$ cat src/rtl/layer_mixer_fade_if.sv
// rtl/layer_mixer_fade_if.sv - layer inputs, fade control and composited pixel outputs of layer_mixer_fade
//
// master: the producer of layer/fade inputs and consumer of the pixel result.
// slave : the compositor itself.
//   layer_color  N_LAYERS*PIX_W  layer i colour at [i*PIX_W +: PIX_W]
//   layer_valid  N_LAYERS        layer i covers the current pixel
//   layer_mask   N_LAYERS        static layer enable
//   blink_en     N_LAYERS        blink gating enable per layer
//   blink_sel    N_LAYERS*5      divider bit index per layer
//   bg_color     OUT_W           colour when no layer wins
//   frame_tick   1               one pulse per frame
//   fade_req     1               one-cycle fade command
//   fade_dir     1               0 = fade out, 1 = fade in
//   color        OUT_W           composited, faded colour
//   win_idx      IDX_W           winning layer index
//   hit          1               some layer won
//   fade_busy    1               ramp in progress
//   fade_done    1               completion pulse
interface layer_mixer_fade_if #(
    parameter int N_LAYERS = 8,
    parameter int PIX_W    = 16,
    parameter int OUT_W    = 12
);
    localparam int IDX_W = (N_LAYERS > 1) ? $clog2(N_LAYERS) : 1;

    logic [N_LAYERS*PIX_W-1:0] layer_color;
    logic [N_LAYERS-1:0]       layer_valid;
    logic [N_LAYERS-1:0]       layer_mask;
    logic [N_LAYERS-1:0]       blink_en;
    logic [N_LAYERS*5-1:0]     blink_sel;
    logic [OUT_W-1:0]          bg_color;
    logic                      frame_tick;
    logic                      fade_req;
    logic                      fade_dir;
    logic [OUT_W-1:0]          color;
    logic [IDX_W-1:0]          win_idx;
    logic                      hit;
    logic                      fade_busy;
    logic                      fade_done;

    modport master (
        output layer_color, layer_valid, layer_mask, blink_en, blink_sel, bg_color,
        output frame_tick, fade_req, fade_dir,
        input  color, win_idx, hit, fade_busy, fade_done
    );

    modport slave (
        input  layer_color, layer_valid, layer_mask, blink_en, blink_sel, bg_color,
        input  frame_tick, fade_req, fade_dir,
        output color, win_idx, hit, fade_busy, fade_done
    );
endinterface

$ cat src/rtl/layer_mixer_fade.sv
// rtl/layer_mixer_fade.sv - N-layer priority compositor with blink gating, colour key and frame-stepped fade
//
// Ports:
//   clk    pixel clock
//   rst_n  asynchronous active-low reset
//   bus    layer_mixer_fade_if.slave: layer colour/valid/mask/blink inputs, bg_color,
//          frame_tick/fade_req/fade_dir in; color/win_idx/hit/fade_busy/fade_done out
// Latency from layer inputs to color/win_idx/hit is 2 clk.
module layer_mixer_fade #(
    parameter int               N_LAYERS  = 8,
    parameter int               PIX_W     = 16,
    parameter int               OUT_W     = 12,
    parameter int               DIV_W     = 28,
    parameter bit               KEY_EN    = 1'b0,
    parameter logic [OUT_W-1:0] KEY       = '0,
    parameter int               FADE_STEP = 1
) (
    input  logic                clk,
    input  logic                rst_n,
    layer_mixer_fade_if.slave   bus
);
    localparam int IDX_W  = (N_LAYERS > 1) ? $clog2(N_LAYERS) : 1;
    localparam int CH_W   = OUT_W / 3;
    localparam int LVL_W  = CH_W + 1;
    localparam int STEP_C = (FADE_STEP > (2 ** CH_W)) ? (2 ** CH_W) : FADE_STEP;
    localparam logic [LVL_W-1:0] LVL_MAX  = LVL_W'(2 ** CH_W);
    localparam logic [LVL_W-1:0] LVL_STEP = LVL_W'(STEP_C);

    // ------------------------------------------------------------------
    // Free-running blink divider
    // ------------------------------------------------------------------
    logic [DIV_W-1:0] div_cnt;

    always_ff @(posedge clk or negedge rst_n) begin
        if (!rst_n) begin
            div_cnt <= '0;
        end else begin
            div_cnt <= div_cnt + DIV_W'(1);
        end
    end

    // ------------------------------------------------------------------
    // Per-layer eligibility
    // ------------------------------------------------------------------
    logic [N_LAYERS-1:0] eligible;

    for (genvar g = 0; g < N_LAYERS; g++) begin : g_layer
        logic [4:0]       sel;
        logic [OUT_W-1:0] top;
        logic [DIV_W-1:0] div_sh;
        logic             visible;
        logic             keyed;

        assign sel    = bus.blink_sel[g*5 +: 5];
        assign top    = bus.layer_color[g*PIX_W + PIX_W - OUT_W +: OUT_W];
        assign div_sh = div_cnt >> sel;
        // An index past the divider width means "no blink", not "always off".
        assign visible = ~bus.blink_en[g] | (int'(sel) >= DIV_W) | div_sh[0];
        assign keyed   = KEY_EN && (top == KEY);
        assign eligible[g] = bus.layer_valid[g] & bus.layer_mask[g] & visible & ~keyed;
    end

    // ------------------------------------------------------------------
    // Stage 1: priority select
    // ------------------------------------------------------------------
    logic [OUT_W-1:0] s1_col_nxt, s1_col;
    logic [IDX_W-1:0] s1_idx_nxt, s1_idx;
    logic             s1_hit_nxt, s1_hit;

    // Scanned from the top down so that a lower eligible index overwrites
    // a higher one and index 0 ends up with the highest priority.
    always_comb begin
        s1_col_nxt = bus.bg_color;
        s1_idx_nxt = '0;
        s1_hit_nxt = 1'b0;
        for (int i = N_LAYERS - 1; i >= 0; i--) begin
            if (eligible[i]) begin
                s1_col_nxt = bus.layer_color[i*PIX_W + PIX_W - OUT_W +: OUT_W];
                s1_idx_nxt = IDX_W'(i);
                s1_hit_nxt = 1'b1;
            end
        end
    end

    always_ff @(posedge clk or negedge rst_n) begin
        if (!rst_n) begin
            s1_col <= '0;
            s1_idx <= '0;
            s1_hit <= 1'b0;
        end else begin
            s1_col <= s1_col_nxt;
            s1_idx <= s1_idx_nxt;
            s1_hit <= s1_hit_nxt;
        end
    end

    // ------------------------------------------------------------------
    // Fade FSM
    // ------------------------------------------------------------------
    typedef enum logic [1:0] {
        IDLE     = 2'd0,
        FADE_OUT = 2'd1,
        DARK     = 2'd2,
        FADE_IN  = 2'd3
    } fade_state_t;

    fade_state_t      state, state_nxt;
    logic [LVL_W-1:0] level, level_nxt;
    logic             done_q, done_nxt;

    always_ff @(posedge clk or negedge rst_n) begin
        if (!rst_n) begin
            state  <= IDLE;
            level  <= LVL_MAX;
            done_q <= 1'b0;
        end else begin
            state  <= state_nxt;
            level  <= level_nxt;
            done_q <= done_nxt;
        end
    end

    // A request arriving with frame_tick is taken from IDLE/DARK, where the
    // tick is ignored, so the first level step waits for the next tick.
    always_comb begin
        state_nxt = state;
        level_nxt = level;
        done_nxt  = 1'b0;
        case (state)
            IDLE: begin
                if (bus.fade_req) begin
                    if (bus.fade_dir) done_nxt  = 1'b1;
                    else              state_nxt = FADE_OUT;
                end
            end
            FADE_OUT: begin
                if (bus.frame_tick) begin
                    if (level > LVL_STEP) begin
                        level_nxt = level - LVL_STEP;
                    end else begin
                        level_nxt = '0;
                        state_nxt = DARK;
                        done_nxt  = 1'b1;
                    end
                end
            end
            DARK: begin
                if (bus.fade_req) begin
                    if (bus.fade_dir) state_nxt = FADE_IN;
                    else              done_nxt  = 1'b1;
                end
            end
            FADE_IN: begin
                if (bus.frame_tick) begin
                    if (level < LVL_MAX - LVL_STEP) begin
                        level_nxt = level + LVL_STEP;
                    end else begin
                        level_nxt = LVL_MAX;
                        state_nxt = IDLE;
                        done_nxt  = 1'b1;
                    end
                end
            end
            default: begin
                state_nxt = IDLE;
                level_nxt = LVL_MAX;
            end
        endcase
    end

    // ------------------------------------------------------------------
    // Stage 2: brightness scaling
    // ------------------------------------------------------------------
    logic [OUT_W-1:0] faded;

    for (genvar c = 0; c < 3; c++) begin : g_ch
        logic [2*CH_W:0] prod;
        assign prod = {{(CH_W+1){1'b0}}, s1_col[c*CH_W +: CH_W]} * {{CH_W{1'b0}}, level};
        // c <= 2^CH_W-1 and level <= 2^CH_W keep the shifted product within CH_W bits.
        assign faded[c*CH_W +: CH_W] = prod[CH_W +: CH_W];
    end

    if (OUT_W > 3 * CH_W) begin : g_pad
        assign faded[OUT_W-1:3*CH_W] = '0;
    end

    logic [OUT_W-1:0] out_col;
    logic [IDX_W-1:0] out_idx;
    logic             out_hit;

    always_ff @(posedge clk or negedge rst_n) begin
        if (!rst_n) begin
            out_col <= '0;
            out_idx <= '0;
            out_hit <= 1'b0;
        end else begin
            out_col <= faded;
            out_idx <= s1_idx;
            out_hit <= s1_hit;
        end
    end

    assign bus.color     = out_col;
    assign bus.win_idx   = out_idx;
    assign bus.hit       = out_hit;
    assign bus.fade_busy = (state == FADE_OUT) || (state == FADE_IN);
    assign bus.fade_done = done_q;

endmodule

$ cat src/flat_wrapper.sv
// flat-port wrapper written by rule: the top's interface ports become plain ports
module layer_mixer_fade_flat 
#(
    parameter int               N_LAYERS  = 8,
    parameter int               PIX_W     = 16,
    parameter int               OUT_W     = 12,
    parameter int               DIV_W     = 28,
    parameter bit               KEY_EN    = 1'b0,
    parameter logic [OUT_W-1:0] KEY       = '0,
    parameter int               FADE_STEP = 1
)
  (clk, rst_n, bus_layer_color, bus_layer_valid, bus_layer_mask, bus_blink_en, bus_blink_sel, bus_bg_color, bus_frame_tick, bus_fade_req, bus_fade_dir, bus_color, bus_win_idx, bus_hit, bus_fade_busy, bus_fade_done);
  layer_mixer_fade_if #(.N_LAYERS(N_LAYERS), .PIX_W(PIX_W), .OUT_W(OUT_W)) bus_i ();
  input  logic clk;
  input  logic rst_n;
  input wire logic [$bits(bus_i.layer_color)-1:0] bus_layer_color;
  input wire logic [$bits(bus_i.layer_valid)-1:0] bus_layer_valid;
  input wire logic [$bits(bus_i.layer_mask)-1:0] bus_layer_mask;
  input wire logic [$bits(bus_i.blink_en)-1:0] bus_blink_en;
  input wire logic [$bits(bus_i.blink_sel)-1:0] bus_blink_sel;
  input wire logic [$bits(bus_i.bg_color)-1:0] bus_bg_color;
  input wire logic [$bits(bus_i.frame_tick)-1:0] bus_frame_tick;
  input wire logic [$bits(bus_i.fade_req)-1:0] bus_fade_req;
  input wire logic [$bits(bus_i.fade_dir)-1:0] bus_fade_dir;
  output wire logic [$bits(bus_i.color)-1:0] bus_color;
  output wire logic [$bits(bus_i.win_idx)-1:0] bus_win_idx;
  output wire logic [$bits(bus_i.hit)-1:0] bus_hit;
  output wire logic [$bits(bus_i.fade_busy)-1:0] bus_fade_busy;
  output wire logic [$bits(bus_i.fade_done)-1:0] bus_fade_done;
  assign bus_i.layer_color = bus_layer_color;
  assign bus_i.layer_valid = bus_layer_valid;
  assign bus_i.layer_mask = bus_layer_mask;
  assign bus_i.blink_en = bus_blink_en;
  assign bus_i.blink_sel = bus_blink_sel;
  assign bus_i.bg_color = bus_bg_color;
  assign bus_i.frame_tick = bus_frame_tick;
  assign bus_i.fade_req = bus_fade_req;
  assign bus_i.fade_dir = bus_fade_dir;
  assign bus_color = bus_i.color;
  assign bus_win_idx = bus_i.win_idx;
  assign bus_hit = bus_i.hit;
  assign bus_fade_busy = bus_i.fade_busy;
  assign bus_fade_done = bus_i.fade_done;
  layer_mixer_fade #(.N_LAYERS(N_LAYERS), .PIX_W(PIX_W), .OUT_W(OUT_W), .DIV_W(DIV_W), .KEY_EN(KEY_EN), .KEY(KEY), .FADE_STEP(FADE_STEP)) u_core (.clk(clk), .rst_n(rst_n), .bus(bus_i));
endmodule
$ cat config.mk
export PLATFORM = sky130hd
export DESIGN_NAME = layer_mixer_fade_flat
export DESIGN_NICKNAME = d
export VERILOG_FILES = /design/src/rtl/layer_mixer_fade_if.sv /design/src/rtl/layer_mixer_fade.sv /design/src/flat_wrapper.sv
export SDC_FILE = /design/constraint.sdc
export NUM_CORES = 1
export LEC_CHECK = 0
export ABC_CLOCK_PERIOD_IN_PS = 3250
export CAP_MARGIN = 40
export CORE_ASPECT_RATIO = 1.75
export CORE_UTILIZATION = 40
export DETAILED_ROUTE_END_ITERATION = 7
export PLACE_DENSITY = 0.8
export SKIP_LAST_GASP = 1
export SYNTH_ARGS = -nofsm -noshare
export SYNTH_HDL_FRONTEND = slang
export SYNTH_SLANG_ARGS = --single-unit
$ cat constraint.sdc
create_clock -name clk -period 3.25 [get_ports clk]
set_clock_uncertainty 0.05 [all_clocks]
set_input_delay 0.65 -clock clk [delete_from_list [all_inputs] [get_ports clk]]
set_output_delay 0.65 -clock clk [all_outputs]
set_load 0.005 [all_outputs]
==> PnR_summary.wiki, run 1 <==
{| class="wikitable"
! Metric !! Value
|-
| Starting Density || 0.4096
|-
| RSZ-0062 raised after global routing || true
|-
| Port Buf Inserts || 194
|-
| Warning count from the yosys run || 0
|-
| Synth top area cells || dfrtp_1, mux4_2, ha_1
|-
| Critical path arrival || between 3000 and 4000 ps
|-
| Iteration-0 DRC Markers || about 280
|-
| Final Setup Violations || 0
|-
| Synth async-reset ratio || 1.000
|-
| Count of nets left with antenna violations after detail routing || 0
|-
| Part of the cycle the worst path needs || 0.9561
|-
| Pin count of the biggest net entering global routing || between 40 and 50
|-
| Filler cells || between 1000 and 1500
|-
| Via count of the first global-routing pass || about 7300
|-
| Area of placed instances || between 9000 and 10000 sq um
|-
| Worst slack after detailed placement || -401.3 ps
|-
| CTS clock-pin slew for the worst setup and hold paths || 60 ps
|-
| Path category of the worst min-delay check || reg2reg
|-
| First-pass DRT Iterations || 5
|-
| Core area || between 15000 and 20000 sq um
|-
| Number of sinks driven by the clock tree || 68
|-
| Combined area of all synthesized cells || between 6000 and 7000 sq um
|-
| Antenna violations before repair || 1
|-
| Fraction of layout cells with a size suffix above 1 || 0.2166
|-
| Final layout net count || about 1200
|-
| Gate count of the mapped netlist || 706
|-
| Number of synthesized flops with an enable pin || 0
|-
| Area share of the largest cell type after synthesis || 0.2415
|-
| Library cell with the largest summed area after synthesis || dfrtp_1
|-
| Min Clock Period, post-route || about 3100 ps
|-
| Cells along the critical path || clkdlybuf4s50_1 -> mux4_2 -> a2bb2oi_1 -> o2111ai_1 -> o2111ai_2 -> buf_4 -> mux2_2 -> o221ai_1 -> o22ai_1
|-
| Overflow after GRT || 0
|-
| DRC violations left || 0
|-
| Final Wtd Congestion || approximately 0.95
|-
| Worst slack on hold paths || just over 300 ps
|-
| Worst slew margin relative to its limit || 0.5142
|-
| Achievable clock frequency || about 320 MHz
|-
| Max clock buf depth || 2
|-
| Total via count after detailed routing || approximately 7000
|-
| Final HPWL from detailed placement || about 20000 um
|-
| Final standard cell area without fillers || roughly 10000 sq um
|-
| Status || complete, no violations
|-
| Detailed-route vias per instance || a little under 6
|-
| Avg WL per Cell || ~21 um
|-
| Wirelength, routed || between 20000 and 25000 um
|-
| Syn nets || between 900 and 1000
|-
| Proportion of synthesized chip area in sequential cells || 0.2453
|-
| Dominant synthesized flop cell || dfrtp_1
|-
| First-pass GRT wire length || 37780 um
|-
| Slew of the pin with the lowest slew margin || roughly 730 ps
|-
| Setup WS post-layout || between 100 and 150 ps
|-
| Final Non-Filler Cells || roughly 1200
|-
| Cell count after placement || about 1200
|-
| CTS tree || yes
|-
| Clock buffer count from CTS || 9
|-
| I/O pin count || 227
|-
| Worst Path Class, Setup || in2reg
|-
| Signed area change from the synthesized netlist to the final layout || 44.59%
|-
| Maximum level of the CTS H-tree || 3
|-
| Most common cell in the synthesized netlist || dfrtp_1
|-
| Power per Cell Area || ~470 nW/um^2
|-
| Cell types with the highest counts after synthesis || dfrtp_1, nand2_1, clkbuf_1, mux4_2, nor2_1
|-
| Startpoint Class || primary input
|-
| Aggregate global-route resource usage || 0.2862
|-
| Final core utilization || 0.5922
|-
| Max stage delay on crit path || ~600 ps
|-
| Critical path data required time || 3410 ps
|-
| Static leakage power || ~0.0044 uW
|-
| Critical path capture point type || flip-flop
|-
| Max Cap Violations || 0
|-
| Die boundary width || just over 100 um
|-
| Slowest CP cell || clkdlybuf4s50_1
|-
| Die Span Y || 176.3 um
|-
| Synthesized flop and latch total || between 60 and 70
|-
| Per-instance average area after synthesis || 9.832 sq um
|-
| Master cell of the clock root buffer || clkbuf_16
|-
| Worst skew pair latency || around 340 ps
|-
| Cell family with the largest share of critical-path delay || compound AO/OA/AOI/OAI gates
|-
| Largest fanout of any net on the critical path || 4
|-
| Unique cell type count in the Yosys netlist || between 60 and 70
|-
| Count of final hold-check violations || 0
|-
| Max Transition Viols Final || 0
|-
| Buf+Inv Stages, Crit Path || 2
|-
| Std-Cell Rows || between 60 and 70
|-
| Die ar. || between 15000 and 20000 sq um
|-
| Max IR drop VDD || roughly 0.00028 V
|}
==> metrics by stage <==
| step | TNS (ps) | total power (uW) |
|---|---|---|
| after floorplan | 0 | 2543 |
| after global placement | -3760 | 3401 |
| after detailed placement | -4687 | 3482 |
| after CTS | 0 | 4751 |
| after global routing | -14.97 | 5100 |
| final | 0 | 4756 |
==> report_power, final <==
| part | total (uW) | switching (uW) | internal [uW] | leakage (uW) |
|---|---|---|---|---|
| registers | 1180 | 157 | 1020 | 0.000854 |
| clock network | 1250 | 413 | 833 | 0.000180 |
| logic | 2330 | 1120 | 1210 | 0.00334 |
| total | 4760 | 1690 | 3060 | 0.00438 |
==> worst paths after layout <==
kind | startpoint | to | slack (ps) | depth (start not counted)
max | bus_blink_sel[35] | u_core.s1_col[11] | 140 | 9
min | u_core.s1_hit | u_core.bus.hit | 300 | 0
max reg2reg | u_core.level[2] | u_core.bus.color[7] | 180 | 12
min reg2reg | u_core.s1_hit | u_core.bus.hit | 300 | 0
max in group asynchronous | rst_n | u_core.div_cnt[16] | 2140 | 2
min in group asynchronous | rst_n | u_core.bus.color[2] | 310 | 1
==> placed cells by master (no fill, tap or decap), types with 5 or more instances in the layout <==
master | synthesis | layout
ha_1 | 35 | 35
nand2_1 | 62 | 62
nor3b_1 | 6 | 5
o21ai_0 | 12 | 12
and2_1 | 24 | 24
a21oi_1 | 14 | 14
xnor2_1 | 25 | 25
nand4_1 | 11 | 11
o22ai_1 | 33 | 33
clkbuf_16 | 0 | 9
a21o_1 | 11 | 11
mux2i_1 | 23 | 23
nand2b_1 | 8 | 8
and3_1 | 11 | 11
fa_1 | 15 | 15
a221oi_1 | 11 | 11
nor3_1 | 9 | 9
nor2b_1 | 6 | 6
mux2_2 | 17 | 17
clkdlybuf4s50_1 | 0 | 190
mux4_2 | 50 | 50
nor2_1 | 44 | 44
inv_1 | 34 | 34
o21a_1 | 8 | 8
nand3_1 | 15 | 15
buf_12 | 0 | 5
xor2_1 | 16 | 16
o221ai_2 | 10 | 10
buf_4 | 2 | 87
dfrtp_1 | 67 | 65
==> cell families after synthesis <==
group / Yosys count / synth area share
and+or+nand+nor: 216 / 0.1574
DFF: 68 / 0.2453
buffers and inverters: 101 / 0.05966
xor gates and xnor gates: 41 / 0.05173
adders and majority gates: 50 / 0.1063
muxes: 90 / 0.2230
AOI/OAI and AO/OA: 140 / 0.1566
==> registers in the layout, indices dropped and copies added (netlist names) <==
name and flops:
u_core.s1_idx 3, u_core.state 2, u_core.s1_col 12, u_core.bus.hit 1, u_core.bus.fade_done 1, u_core.level 5, u_core.div_cnt 28, u_core.bus.win_idx 3
u_core.bus.color 12, u_core.s1_hit 1
==> final cells by class <==
class | instances | area (sq um) | share of cell area
Multi-Input combinational cell | 537 | 4851 | 0.4833
Timing Repair Buffer | 287 | 2695 | 0.2685
Sequential cell | 68 | 1705 | 0.1699
Tap cell | 227 | 284.0 | 0.02830
Clock buffer | 9 | 225.2 | 0.02244
Clock inverter | 7 | 146.4 | 0.01458
Inverter | 34 | 127.6 | 0.01272
Antenna cell | 1 | 2.502 | 0.0002493
==> what timing repair did <==
action                                  in CTS  in global routing
resized for setup                            2                  7
pin swaps                                    0                  3
hold buffers                                 0                  0
setup buffers                                0                  3
endpoints found under the hold margin        0                  0
endpoints found under the setup margin      10                 16
==> layer usage <==
metal / vias up / GRT usage / routed length [um]
met5: - / 0 / 0
met4: 0 / 0.1745 / 1689
met3: 101 / 0.04949 / 1861
met2: 381 / 0.5484 / 13610
met1: 3330 / 0.2728 / 7808
li1: 3078 / - / -
No activity file was read; power rests on OpenSTA's default activity.
==> inputs of run 2 (changes only) <==
--- a/config.mk
+++ b/config.mk
@@ -7,8 +7,8 @@
 export LEC_CHECK = 0
 export ABC_CLOCK_PERIOD_IN_PS = 3250
 export CAP_MARGIN = 40
-export CORE_ASPECT_RATIO = 1.75
 export CORE_UTILIZATION = 40
+export CTS_CLUSTER_DIAMETER = 50
 export DETAILED_ROUTE_END_ITERATION = 7
 export PLACE_DENSITY = 0.8
 export SKIP_LAST_GASP = 1
==> run 2 against run 1 <==
  * Utilization up 0.33 points
  * Sequential share of layout area up 0.11 points
  * Cell count down 0.94%
  * Via count down 0.55%
  * Combinational power about the same
  * Critical endpoint is now u_core.s1_col[3]
  * Die area down 0.11%
  * Fmax down 2.4%
  * Total power down 3.9%
==> PnR_summary.wiki, run 2 (synthesis results as in run 1) <==
{| class="wikitable"
! Metric !! Value
|-
| Status || complete, no violations
|-
| Achievable clock frequency || 314.1 MHz
|-
| Count of nets left with antenna violations after detail routing || 0
|-
| First-pass DRT Iterations || 6
|-
| Sw Share || 0.3581
|-
| CTS tree || yes
|-
| Worst reg2reg setup slack || about 160 ps
|-
| Max Transition Viols Final || 0
|-
| Starting Density || 0.4142
|-
| Maximum level of the CTS H-tree || 3
|-
| Total inserted antenna cells || 0
|-
| Std-Cell Rows || 47
|-
| I/O pin count || around 230
|-
| Flop pwr share || 0.262
|-
| Fraction of layout cells with a size suffix above 1 || 0.2183
|-
| Core area || roughly 17000 sq um
|-
| Overflow after GRT || 0
|-
| Worst Path Class, Setup || in2reg
|-
| Max clock buf depth || 2
|-
| Top register by number of flip-flops || u_core.div_cnt
|-
| Filler cells || approximately 1400
|-
| Path category of the worst min-delay check || in2async
|-
| Power per Cell Area || between 400 and 500 nW/um^2
|-
| Launch point of the worst reg-to-reg path || u_core.level[1]
|-
| Most frequent cells in the layout || clkdlybuf4s50_1, buf_4, dfrtp_1, nand2_1, mux4_2
|-
| Startpoint Class || primary input
|-
| Worst skew pair latency || around 340 ps
|-
| Post-Route M1 WL || between 8000 and 9000 um
|-
| Avg WL per Cell || 19.64 um
|-
| Part of the cycle the worst path needs || 0.9795
|-
| Signed area change from the synthesized netlist to the final layout || 43.80%
|-
| Wirelength, routed || 22760 um
|-
| Internal power contribution || 2935 uW
|-
| Critical path capture point type || flip-flop
|-
| Critical path data required time || roughly 3400 ps
|-
| Final Wtd Congestion || just over 0.9
|-
| Critical Path Start || bus_blink_sel[21]
|-
| Critical path arrival || between 3000 and 4000 ps
|-
| Clock buffer count from CTS || 9
|-
| Iteration-0 DRC Markers || between 500 and 600
|-
| Die boundary width || around 130 um
|-
| Largest fanout of any net on the critical path || 11
|-
| Setup WS post-layout || 66.50 ps
|-
| Met2 wire length || 11620 um
|-
| Min Clock Period, post-route || approximately 3200 ps
|-
| Max Cap Violations || 0
|-
| Static leakage power || about 0.0044 uW
|-
| DRC violations left || 0
|-
| Top Metal Used || met4
|-
| Final layout net count || between 1000 and 1500
|-
| Worst slack after detailed placement || -347.6 ps
|-
| Port Buf Inserts || between 150 and 200
|-
| Slowest CP cell || clkdlybuf4s50_1
|-
| CTS clock-pin slew for the worst setup and hold paths || about 50 ps
|-
| Switching power total || ~1600 uW
|-
| Final Setup Violations || 0
|-
| Met3 wire length || roughly 2200 um
|-
| Die ar. || ~18000 sq um
|-
| Aggregate global-route resource usage || 0.2584
|-
| Worst slew margin relative to its limit || 0.5236
|-
| Number of flip-flops under the largest register name || 28
|-
| Max stage delay on crit path || ~520 ps
|-
| Count of final hold-check violations || 0
|-
| Via count of the first global-routing pass || between 6000 and 7000
|-
| Portion of total power attributed to the clock network || 0.227
|-
| Master cell of the clock root buffer || clkbuf_16
|-
| Slew of the pin with the lowest slew margin || slightly above 700 ps
|-
| TNS Setup || 0 ps
|-
| Pin count of the biggest net entering global routing || 30
|-
| Antenna violations before repair || 0
|-
| Total via count after detailed routing || between 6000 and 7000
|-
| Cells along the critical path || clkdlybuf4s50_1 -> mux4_2 -> mux2_2 -> o221a_1 -> o311ai_4 -> and2_4 -> nand2_1 -> buf_12 -> o221ai_2 -> o22ai_1
|-
| Logic pwr share || 0.511
|-
| First-pass GRT wire length || about 35000 um
|-
| Most common library cell in the layout ignoring fill and taps || clkdlybuf4s50_1
|-
| Final HPWL from detailed placement || approximately 18000 um
|-
| Die Span Y || between 100 and 150 um
|-
| Detailed-route vias per instance || between 5 and 6
|-
| Max IR drop VDD || 0.0003526 V
|-
| Number of sinks driven by the clock tree || 68
|}
run 2: cell types whose count changed in the layout (fill, tap and decap cells not counted), sizes merged:
| cell | before | now |
|---|---|---|
| clkbuf | 9 | 14 |
| buf | 94 | 90 |
| dlymetal6s2s | 1 | 5 |
| bufinv | 4 | 1 |
| clkdlybuf4s50 | 190 | 188 |
| dlygate4sd2 | 2 | 0 |
| clkinv | 2 | 1 |
| clkinvlp | 0 | 1 |
| diode | 1 | 0 |
| inv | 35 | 34 |
run 2: area by class of cell:
class,count,area (sq um),share of cell area
Clock inverter,3,42.54,0.004262
Tap cell,220,275.3,0.02758
Inverter,34,127.6,0.01279
Timing Repair Buffer,284,2693,0.2697
Clock buffer,13,280.3,0.02808
Sequential cell,68,1707,0.1710
Multi-Input combinational cell,537,4857,0.4866
run 2: per-layer routing:
layer / up-vias / track usage
met5: - / 0
met4: 0 / 0.1111
met3: 74 / 0.06050
met2: 387 / 0.4554
met1: 3328 / 0.2980
li1: 3063 / -
run 2: critical path: cells and delay by family:
kind,cells,cell delay [ps]
muxes,2,780
AOI/OAI and AO/OA,4,910
buffers and inverters,2,680
and+or+nand+nor,2,300
run 2: path summary, 6_finish.rpt:
path	cells past startpoint	endpoint
max	10	u_core.s1_col[3]
min	1	u_core.state[0]
max reg2reg	12	u_core.bus.color[11]
min reg2reg	0	u_core.bus.win_idx[2]
max in group asynchronous	2	u_core.div_cnt[25]
min in group clk	0	u_core.bus.win_idx[2]
run 2: power groups by stage:
stage	clock, uW	sequential, uW	combinational (uW)
detailed placement	0	1210	2260
global placement	0	1200	2180
finish	1040	1200	2330
global route	1090	1220	2620
floorplan	0	1120	1420
CTS	1050	1200	2290
run 2: through the flow:
stage / power [uW] / utilization / hold WS, ps / cells / area, sq um
floorplan: 2543 / - / 281.2 / 706 / 6943
global placement: 3385 / 0.5708 / 283.1 / 1137 / 9567
detailed placement: 3476 / 0.5708 / 284.7 / 1137 / 9567
CTS: 4537 / 0.5904 / 298.2 / 1153 / 9896
global route: 4931 / 0.5956 / 313.7 / 1159 / 9982
finish: 4573 / 0.5956 / 292.7 / 1159 / 9982
run 2: timing repair:
| item | CTS | global route |
|---|---|---|
| setup endpoints to repair | 2 | 18 |
| hold buffers | 0 | 0 |
| setup buffers | 0 | 6 |
| gates resized for setup | 2 | 14 |
| pin swaps | 0 | 2 |
==> inputs of run 3 (changes only) <==
--- a/config.mk
+++ b/config.mk
@@ -8,10 +8,13 @@
 export ABC_CLOCK_PERIOD_IN_PS = 3250
 export CAP_MARGIN = 40
 export CORE_UTILIZATION = 40
+export CTS_BUF_LIST = sky130_fd_sc_hd__clkbuf_8
 export CTS_CLUSTER_DIAMETER = 50
 export DETAILED_ROUTE_END_ITERATION = 7
+export MAX_ROUTING_LAYER = met4
 export PLACE_DENSITY = 0.8
 export SKIP_LAST_GASP = 1
+export SLEW_MARGIN = 20
 export SYNTH_ARGS = -nofsm -noshare
 export SYNTH_HDL_FRONTEND = slang
 export SYNTH_SLANG_ARGS = --single-unit
==> run 3 against run 2 <==
  * Global-route usage grew 0.40 points
  * Clock power shrank 27%
  * Worst setup slack gained 0.51 ps
  * Cell count shrank 0.26%
  * Via count shrank 1.3%
  * Largest cell class unchanged
  * Largest power group unchanged
==> PnR_summary.wiki, run 3 (synthesis results as in run 1) <==
{| class="wikitable"
! Metric !! Value
|-
| First-pass DRT Iterations || 5
|-
| Master cell of the clock root buffer || clkbuf_8
|-
| Worst reg2reg setup slack || ~140 ps
|-
| Part of the cycle the worst path needs || 0.9794
|-
| Reg-to-reg critical path endpoint || u_core.bus.color[11]
|-
| Fraction of layout cells with a size suffix above 1 || 0.2137
|-
| Iteration-0 DRC Markers || between 400 and 500
|-
| Largest fanout of any net on the critical path || 11
|-
| Antenna violations before repair || 0
|-
| Final HPWL from detailed placement || 17780 um
|-
| CTS clock-pin slew for the worst setup and hold paths || ~70 ps
|-
| Path category of the worst min-delay check || in2async
|-
| Avg WL per Cell || 19.53 um
|-
| Std-Cell Rows || 47
|-
| Final layout net count || approximately 1200
|-
| Worst Path Class, Setup || in2reg
|-
| Die ar. || between 15000 and 20000 sq um
|-
| Power, Total || roughly 4300 uW
|-
| Static leakage power || 0.004297 uW
|-
| Final Non-Filler Cells || approximately 1200
|-
| Most common library cell in the layout ignoring fill and taps || clkdlybuf4s50_1
|-
| Clock buffer count from CTS || 9
|-
| Overflow after GRT || 0
|-
| Critical path data required time || approximately 3400 ps
|-
| Port Buf Inserts || between 150 and 200
|-
| Pin count of the biggest net entering global routing || 30
|-
| Worst slew margin relative to its limit || 0.5205
|-
| Via count of the first global-routing pass || roughly 7000
|-
| Slew of the pin with the lowest slew margin || 712.7 ps
|-
| Max Cap Violations || 0
|-
| Max Transition Viols Final || 0
|-
| Critical path capture point type || flip-flop
|-
| I/O pin count || about 230
|-
| Final Wtd Congestion || about 0.94
|-
| Launch point of the worst reg-to-reg path || u_core.level[2]
|-
| Count of cells along the worst register-to-register path || 12
|-
| First-pass GRT wire length || between 30000 and 40000 um
|-
| Achievable clock frequency || about 310 MHz
|-
| Cell count after placement || 1137
|-
| Number of sinks driven by the clock tree || between 60 and 70
|-
| Core area || 16760 sq um
|-
| Final Setup Violations || 0
|-
| Die Span Y || approximately 130 um
|-
| Max IR drop VDD || around 0.00032 V
|-
| Total via count after detailed routing || around 6800
|-
| Power per Cell Area || around 430 nW/um^2
|-
| Detailed-route vias per instance || between 5 and 6
|-
| Number of flip-flops under the largest register name || 28
|-
| CTS tree || yes
|-
| Status || complete, no violations
|-
| Starting Density || 0.4142
|-
| Wirelength, routed || ~23000 um
|-
| Total inserted antenna cells || 0
|-
| Final core utilization || 0.5869
|-
| Aggregate global-route resource usage || 0.2624
|-
| Worst skew pair latency || approximately 360 ps
|-
| Min Clock Period, post-route || between 3000 and 4000 ps
|-
| Startpoint Class || primary input
|-
| Count of nets left with antenna violations after detail routing || 0
|-
| Count of final hold-check violations || 0
|-
| Critical path arrival || 3350 ps
|-
| Maximum level of the CTS H-tree || 3
|-
| Top register by number of flip-flops || u_core.div_cnt
|-
| Most frequent cells in the layout || clkdlybuf4s50_1, buf_4, dfrtp_1, nand2_1, mux4_2
|-
| Die boundary width || 133.7 um
|-
| DRC violations left || 0
|-
| Max clock buf depth || 2
|-
| Signed area change from the synthesized netlist to the final layout || 41.69%
|-
| Worst slack on hold paths || 265.0 ps
|}
-- run 3: cell count changes in the layout (fill, tap and decap cells not counted), sizes merged --
cell,before,now
dlymetal6s2s,5,4
buf,90,87
clkdlybuf4s50,188,189
-- run 3: how the worst max path moves through the flow --
| stage | from | end | slack, ps | depth (start not counted) |
|---|---|---|---|---|
| after global routing | u_core.level[1] | u_core.bus.color[11] | -6 | 12 |
| after global placement | bus_blink_sel[7] | u_core.s1_col[2] | -300 | 9 |
| final | bus_blink_sel[21] | u_core.s1_col[3] | 70 | 10 |
| after CTS | u_core.level[2] | u_core.bus.color[11] | 6 | 12 |
| after detailed placement | bus_blink_sel[25] | u_core.s1_col[3] | -350 | 11 |
| after floorplan | u_core.level[2] | u_core.bus.color[11] | 90 | 14 |
-- run 3: where the power goes --
group,total [uW],leakage [uW],switching [uW],internal (uW)
Clock,764,0.000112,327,437
Combinational,2310,0.00333,1080,1220
Sequential,1190,0.000853,172,1020
-- run 3: critical path: stages --
cell	delay, ps
clkdlybuf4s50_1	520
mux4_2	510
mux2_2	270
o221a_1	270
o311ai_4	370
and2_4	220
nand2_1	90
buf_12	160
o221ai_2	170
o22ai_1	120
-- run 3: metrics by stage --
step	setup TNS [ps]	cell area [sq um]	setup slack (ps)
after floorplan	0	6943	88.57
after global placement	-3591	9567	-301.6
after detailed placement	-4293	9567	-347.6
after CTS	0	9789	5.989
after global routing	-10.85	9836	-5.630
final	0	9836	67.02
-- run 3: layer usage --
metal / vias up / global-route usage / wire length (um) / part of all wire
li1: 3054 / - / - / -
met2: 353 / 0.4514 / 11550 / 0.51
met3: 63 / 0.05860 / 1897 / 0.084
met5: - / - / 0 / 0
met1: 3291 / 0.2946 / 8423 / 0.37
met4: 0 / 0.1029 / 708 / 0.031
-- run 3: timing repair --
item                       4_1_cts  5_1_grt
buffers inserted                 0        3
resized for setup                1       10
hold buffers                     0        0
pin swaps                        0        1
setup endpoints to repair        1       18
-- run 3: cell type report --
type / count / area, sq um
Clock buffer: 13 / 178.9
Timing Repair Buffer: 281 / 2660
Clock inverter: 3 / 42.54
Fill cell: 1408 / 6924
Tap cell: 220 / 275.3
Sequential cell: 68 / 1707
Inverter: 34 / 127.6
Multi-Input combinational cell: 537 / 4845
